$ cat config.mk
export PLATFORM = sky130hd
export DESIGN_NAME = hamming_engine
export DESIGN_NICKNAME = d
export VERILOG_FILES = /design/src/rtl/hamming_pkg.sv /design/src/rtl/hamming_engine_popcnt_chunk.sv /design/src/rtl/hamming_engine.sv
export SDC_FILE = /design/constraint.sdc
export NUM_CORES = 1
export LEC_CHECK = 0
export ABC_AREA = 1
export CAP_MARGIN = 20
export CORE_UTILIZATION = 48
export DETAILED_ROUTE_END_ITERATION = 6
export PLACE_DENSITY = 0.88
export SLEW_MARGIN = 10
export SYNTH_ARGS = -nofsm -noshare
export SYNTH_HDL_FRONTEND = slang
export SYNTH_HIERARCHICAL = 1
export SYNTH_SLANG_ARGS = --single-unit
$ cat constraint.sdc
create_clock -name clk -period 4 [get_ports clk]
set_input_delay 0.8 -clock clk [delete_from_list [all_inputs] [get_ports clk]]
set_output_delay 0.8 -clock clk [all_outputs]
set_load 0.02 [all_outputs]
$ cat src/rtl/hamming_pkg.sv
// Shared types for the Hamming weight/distance engine: FSM states and mode encodings.
package hamming_pkg;

    typedef enum logic [1:0] {
        IDLE = 2'd0,
        BUSY = 2'd1,
        DONE = 2'd2
    } state_t;

    localparam logic MODE_WEIGHT = 1'b0;
    localparam logic MODE_DIST   = 1'b1;

endpackage

$ cat src/rtl/hamming_engine_popcnt_chunk.sv
// Combinational population count of one CHUNK-bit slice.
module popcnt_chunk #(
    parameter int CHUNK = 8,
    localparam int OW   = $clog2(CHUNK + 1)
) (
    input  logic [CHUNK-1:0] in,
    output logic [OW-1:0]    out
);

    always_comb begin
        out = '0;
        for (int i = 0; i < CHUNK; i++) begin
            out = out + OW'(in[i]);
        end
    end

endmodule

$ cat src/rtl/hamming_engine.sv
// Multi-cycle Hamming weight / distance engine, CHUNK bits per clock.
// Optional HAMMING_EARLY_EXIT_EN: finish as soon as the remaining operand bits are all zero.
//
// state | meaning
// IDLE  | waiting for a request, in_ready high
// BUSY  | counting one chunk per cycle
// DONE  | result presented, waiting for out_ready
module hamming_engine
    import hamming_pkg::*;
#(
    parameter int  WIDTH = 32,
    parameter int  CHUNK = 8,
    localparam int CNT_W = $clog2(WIDTH + 1)
) (
    input  logic             clk,
    input  logic             rst_n,
    input  logic             in_valid,
    output logic             in_ready,
    input  logic             mode,
    input  logic [WIDTH-1:0] a,
    input  logic [WIDTH-1:0] b,
    output logic             out_valid,
    input  logic             out_ready,
    output logic [CNT_W-1:0] count,
    output logic             busy
);

    localparam int NCHUNK = WIDTH / CHUNK;
    localparam int PC_W   = $clog2(CHUNK + 1);
    localparam int CC_W   = (NCHUNK > 1) ? $clog2(NCHUNK) : 1;

    state_t            state;
    logic [WIDTH-1:0]  sr;
    logic [WIDTH-1:0]  sr_next;
    logic [WIDTH-1:0]  operand;
    logic [CNT_W-1:0]  acc;
    logic [CNT_W-1:0]  acc_next;
    logic [CC_W-1:0]   chunk_cnt;
    logic [PC_W-1:0]   pc;
    logic              last_chunk;
    logic              finish;

    popcnt_chunk #(.CHUNK(CHUNK)) u_popcnt (
        .in  (sr[CHUNK-1:0]),
        .out (pc)
    );

    assign operand    = (mode == MODE_DIST) ? (a ^ b) : a;
    assign sr_next    = sr >> CHUNK;
    assign acc_next   = acc + CNT_W'(pc);
    assign last_chunk = (chunk_cnt == CC_W'(NCHUNK - 1));

`ifdef HAMMING_EARLY_EXIT_EN
    assign finish = last_chunk || (sr_next == '0);
`else
    assign finish = last_chunk;
`endif

    always_ff @(posedge clk or negedge rst_n) begin
        if (!rst_n) begin
            state     <= IDLE;
            sr        <= '0;
            acc       <= '0;
            chunk_cnt <= '0;
            out_valid <= 1'b0;
            count     <= '0;
            busy      <= 1'b0;
            in_ready  <= 1'b1;
        end else begin
            case (state)
                IDLE: begin
                    if (in_valid && in_ready) begin
                        sr        <= operand;
                        acc       <= '0;
                        chunk_cnt <= '0;
                        state     <= BUSY;
                        in_ready  <= 1'b0;
                        busy      <= 1'b1;
                    end
                end
                BUSY: begin
                    acc       <= acc_next;
                    sr        <= sr_next;
                    chunk_cnt <= chunk_cnt + 1'b1;
                    if (finish) begin
                        state     <= DONE;
                        out_valid <= 1'b1;
                        count     <= acc_next;
                    end
                end
                DONE: begin
                    // in_ready stays low on the handshake edge; the next accept waits one IDLE cycle
                    if (out_ready) begin
                        state     <= IDLE;
                        out_valid <= 1'b0;
                        busy      <= 1'b0;
                        in_ready  <= 1'b1;
                    end
                end
                default: begin
                    state     <= IDLE;
                    out_valid <= 1'b0;
                    busy      <= 1'b0;
                    in_ready  <= 1'b1;
                end
            endcase
        end
    end

endmodule

Word level (Yosys, flattened, before mapping) --
Cells that the tools add are included.
Operators by class: $add $sub $neg 9, multipliers 0, div/mod/pow operators 0, magnitude comparators 0, equality and inequality tests 6, shift operators 0, muxes and demuxes 19, bitwise operators 3, reductions and logical operators 8
Operator list (count):
- $mux 32 | 2
- $pmux 32 s2 | 1
- $xor 32x32->32 | 1
- $add 4x1->4 | 6
- $pmux 6 s2 | 1
- $pmux 1 s3 | 3
- $reduce_and 3->1 | 3
- $mux 2 | 4
- $add 6x4->6 | 1
- $mux 6 | 1
- $ne 2x2->1 const B | 3
- $pmux 2 s3 | 1
- $mux 1 | 5
- $eq 2x2->1 const B | 2
- $pmux 2 s2 | 1
- $reduce_and 2->1 | 2
- $add 1x1->2 | 1
- $add 2x1->2 const B | 1
- $eq 2x1->1 const B | 1
- $logic_not 2->1 | 1
- $not 1->1 | 2
- $reduce_bool 2->1 | 1
- $logic_and 1x1->1 | 1
Word-level totals: register bits 51, latch bits 0, RAM bits 0, bits in read-only memories 0, input bits 69, output and inout bits 9, logic and storage cells 53, memories kept 0

Logic depth before layout (Yosys ltp) --
depth after elaboration 9, depth in mapped cells 19, mapped depth without buffers 19

By module --
Netlist, hierarchy kept.
Modules (own cells, without submodules):
- hamming_engine | instances 1, cells an instance 299, area each 2658.8 µm², seq. area each 1277.5 µm²
- popcnt_chunk | instances 1, cells an instance 23, area each 178.9 µm², seq. area each 0.0 µm²

Worst setup path after synthesis --
No wires, ideal clock.
path kind reg2reg, start register sr[3], end register acc[4], setup time 0.118 ns, arrival 3.034 ns, data required time 3.882 ns, slack 0.848 ns, cell stages (with the launch flop) 16, buffers on the path 0, period minus slack after synthesis 3.152 ns, cells stage by stage dfrtp_1 > fa_1 > inv_1 > fa_1 > inv_1 > ha_1 > inv_1 > fa_1 > inv_1 > inv_1 > fa_1 > nand3b_1 > nand2_1 > nand2_1 > nand3_1 > nand2_1
Between the ends: word-level cells in the longest chain between the ends 7
Ends and longest elaborated chain:
- from (decl) | line hamming_engine.sv:33 | logic [WIDTH-1:0] sr;
- from (signal assigned) | line hamming_engine.sv:73 | sr <= operand;
- from (signal assigned) | line hamming_engine.sv:83 | sr <= sr_next;
- $add 4x1->4 (5 in series) | line hamming_engine_popcnt_chunk.sv:13 | out = out + OW'(in[i]);
- via pc[1] | line hamming_engine.sv:39 | logic [PC_W-1:0] pc;
- $add 6x4->6 | line hamming_engine.sv:50 | assign acc_next = acc + CNT_W'(pc);
- $pmux 6 s2 | line hamming_engine.sv:70 | case (state)
- to (signal assigned) | line hamming_engine.sv:82 | acc <= acc_next;
- to (decl) | line hamming_engine.sv:36 | logic [CNT_W-1:0] acc;
The timed path passes the listed nets, and every way through them passes these cells. A chain may end at the register's enable or synchronous reset.

Final worst setup path --
start register sr[3], end register count[4]
Between the ends: word-level cells in the longest chain between the ends 6
Ends and longest elaborated chain:
- $add 4x1->4 (5 in series) | line hamming_engine_popcnt_chunk.sv:13
- via pc[1] | line hamming_engine.sv:39
- $add 6x4->6 | line hamming_engine.sv:50
- to (signal assigned) | line hamming_engine.sv:88 | count <= acc_next;
- to (decl) | line hamming_engine.sv:24 | output logic [CNT_W-1:0] count,
The timed path passes the listed nets, and every way through them passes these cells.

==> run metrics <==
status completed; DR vias 2395; cells after synthesis 322; Post-synth EDFFs 0; Worst R2R Start sr[3]$_DFFE_PN0P_; GRT Total Usage 21.55%; Leak 1.710 nW; gpl congestion 0.8190; Routed WL 6035 µm; hold crit path type reg -> reg; clock buffer depth 2; Placed Instances 460; core footprint 5608 µm²; synth unique cells 28; Synth async-reset ratio 100.0%; power per cell area 696.9 nW/µm²; initial DRC count 88; Die X 78.89 µm; Critical Path AT 3590 ps; Yosys reg bits 51; vias in the first global route 2417; DRC 0; Mapped Nets 404; # resized after CTS 0; Final min period 3397 ps; initial core utilization 50.60%; TritonCTS buffer count 5; worst slew pin tran 1034 ps; Syn Std Cell Area 2838 µm²; Crit. End Element flop; worst setup margin 603.4 ps; number of I/O pins 78; Setup Crit Path Kind reg -> reg; Post-CTS Setup Bufs 0; Final Hold Viols 0; Post-CTS Hold Buffers 0; switching portion of total power 41.12%; R2R Path End count[4]$_DFFE_PN0P_; row count 27; Clock Latency Late Sink 300 ps; Post-DRT Antenna Nets 0; Clock Power Share 16.0%; first-pass GRT wire length 10440 µm; largest area contributor in the netlist dfrtp_1; Detailed Place HPWL 4651 µm; clock slew at reported path FFs 90 ps; register area share after synthesis 45.02%; Slew Limit Fails 0; Setup Viol. Count Final 0; RSZ-0062 raised after global routing no; NumNets Final 477; most numerous cell in the Yosys netlist nand2_1; Port-buffer cells 77; Layout Skew 6.335 ps; CTS tree built; Filler cells 445; most common library cells after synthesis 123 x nand2_1, 50 x dfrtp_1, 25 x inv_1, 25 x xor2_1, 20 x o211ai_1; Period Utilization, post-route 84.91%; combinational group share of total power 51.7%; max_cap viols 0; n_diodes 0; TritonCTS Sinks 51; area post-placement 3621 µm²; Final Cell Area 3760 µm²; FF-to-FF setup slack 600 ps; Syn Area/Cell 8.813 µm²; die area 6224 µm²; r2r worst-path depth 15; total grt overflow 0; area grow syn2layout 32.50%; Relative slew margins 30.88%; HP Start count[3]$_DFFE_PN0P_; IR Drop Worst-Case VDD 423.2 µV; Hold Path Depth 2; Die Y 78.89 µm; YS warnings 6; drt pass-1 iters 4; pre-CTS setup slack 628.3 ps; CTS root buffer clkbuf_8; Wirelength per Cell 12.90 µm; initial antenna violation count 0; layout cells sized above 1 4.545%; PnR Total Power 2.620 mW; prevailing post-synth register cell dfrtp_1; fmax 294.4 MHz; Startpoint Class flop; WHS Endpoint count[3]$_DFFE_PN0P_; Synth top area share 44.09%; top post-synthesis cells by area dfrtp_1 44%, nand2_1 16%, xor2_1 7.7%, o211ai_1 5.3%, fa_1 3.5%; setup_tns 0 ps; Net Sw Power 1.077 mW; Final Instance Count excl. Fillers 468; Int Pwr 1.543 mW; H-tree Lvls 2; Sequential Power Share 32.2%; via density per instance 5.118; largest net degree at the start of global routing 52; CP required 4200 ps; Critical Path Fanout Max 2
-- through the flow --
step           hold WS [ps]  utilization [%]
6_report              493.0            67.05
5_1_grt               516.3            67.05
3_3_place_gp          463.4            64.57
4_1_cts               495.7            67.00
2_1_floorplan         455.4                -
3_5_place_dp          472.7            64.57
-- cells in the final DEF, fill, tap and decap left out, types with 5 or more instances in the layout --
cell type	netlist	routed
o211ai_1	20	20
fa_1	5	5
clkdlybuf4s50_1	0	76
nand3_1	6	6
o21ai_0	13	13
a22o_1	5	5
clkbuf_8	0	5
xnor2_1	9	9
nand2_1	123	123
dfrtp_1	50	50
xor2_1	25	25
inv_1	25	25
ha_1	8	8
-- state kept, by name, summed over array words and instances (netlist names) --
| signal | flops |
|---|---|
| count | 6 |
| chunk_cnt | 2 |
| in_ready | 1 |
| acc | 6 |
| busy | 1 |
| sr | 32 |
| out_valid | 1 |
| state | 2 |
-- routing by layer --
metal / global-route usage [%] / part of all wire, % / routed length [µm] / vias up
met2: 39.65 / 53 / 3199 / 65
li1: - / - / - / 1181
met3: 4.713 / 4.4 / 265 / 8
met5: 0 / 0 / 0 / -
met4: 6.182 / 1.5 / 89 / 0
met1: 25.06 / 41 / 2480 / 1141
-- cell type report --
cell class | count | area, µm² | area share, %
clock buffers | 5 | 68.82 | 1.830
clock inverters | 3 | 67.56 | 1.797
inverters | 26 | 97.59 | 2.596
multi-input cells | 233 | 1383 | 36.77
flip-flops and latches | 51 | 1277 | 33.98
well taps | 72 | 90.09 | 2.396
repair buffers | 78 | 775.7 | 20.63
-- worst max path at each step --
stage	slack, ps	endpoint	startpoint	depth (start not counted)
finish	600	count[4]$_DFFE_PN0P_	sr[3]$_DFFE_PN0P_	15
detailed placement	630	acc[4]$_DFFE_PN0P_	sr[3]$_DFFE_PN0P_	15
global route	430	acc[3]$_DFFE_PN0P_	sr[0]$_DFFE_PN0P_	15
floorplan	850	acc[4]$_DFFE_PN0P_	sr[3]$_DFFE_PN0P_	15
global placement	780	acc[4]$_DFFE_PN0P_	sr[3]$_DFFE_PN0P_	15
CTS	610	acc[4]$_DFFE_PN0P_	sr[3]$_DFFE_PN0P_	15
-- logic make-up (layout without fill, tap and decap cells) --
family	Yosys count	count (layout)	share of synthesized area, %
buffers and inverters	38	112	6.261
xor gates and xnor gates	34	34	10.49
AOI/OAI and AO/OA	47	47	11.55
adders and majority gates	13	13	7.055
DFF	51	51	45.02
and+or+nand+nor	139	139	19.62
-- critical path, cell delays in order, from the launching register on --
cell and delay [ps]:
dfrtp_1 410, fa_1 530, inv_1 50, fa_1 500, inv_1 50, ha_1 190
inv_1 70, fa_1 400, inv_1 90, inv_1 60, fa_1 420, nand3b_1 170
nand2_1 90, nand2_1 80, nand3_1 110, nand2_1 60
-- power by group through the flow --
stage | combinational, mW | sequential [mW] | clock, mW
2_1_floorplan | 0.956 | 0.872 | 0
3_3_place_gp | 1.29 | 0.839 | 0
3_5_place_dp | 1.36 | 0.853 | 0
4_1_cts | 1.37 | 0.843 | 0.425
5_1_grt | 1.56 | 0.866 | 0.449
6_report | 1.36 | 0.844 | 0.420
Note: power is estimated with default switching activity, not from simulation.
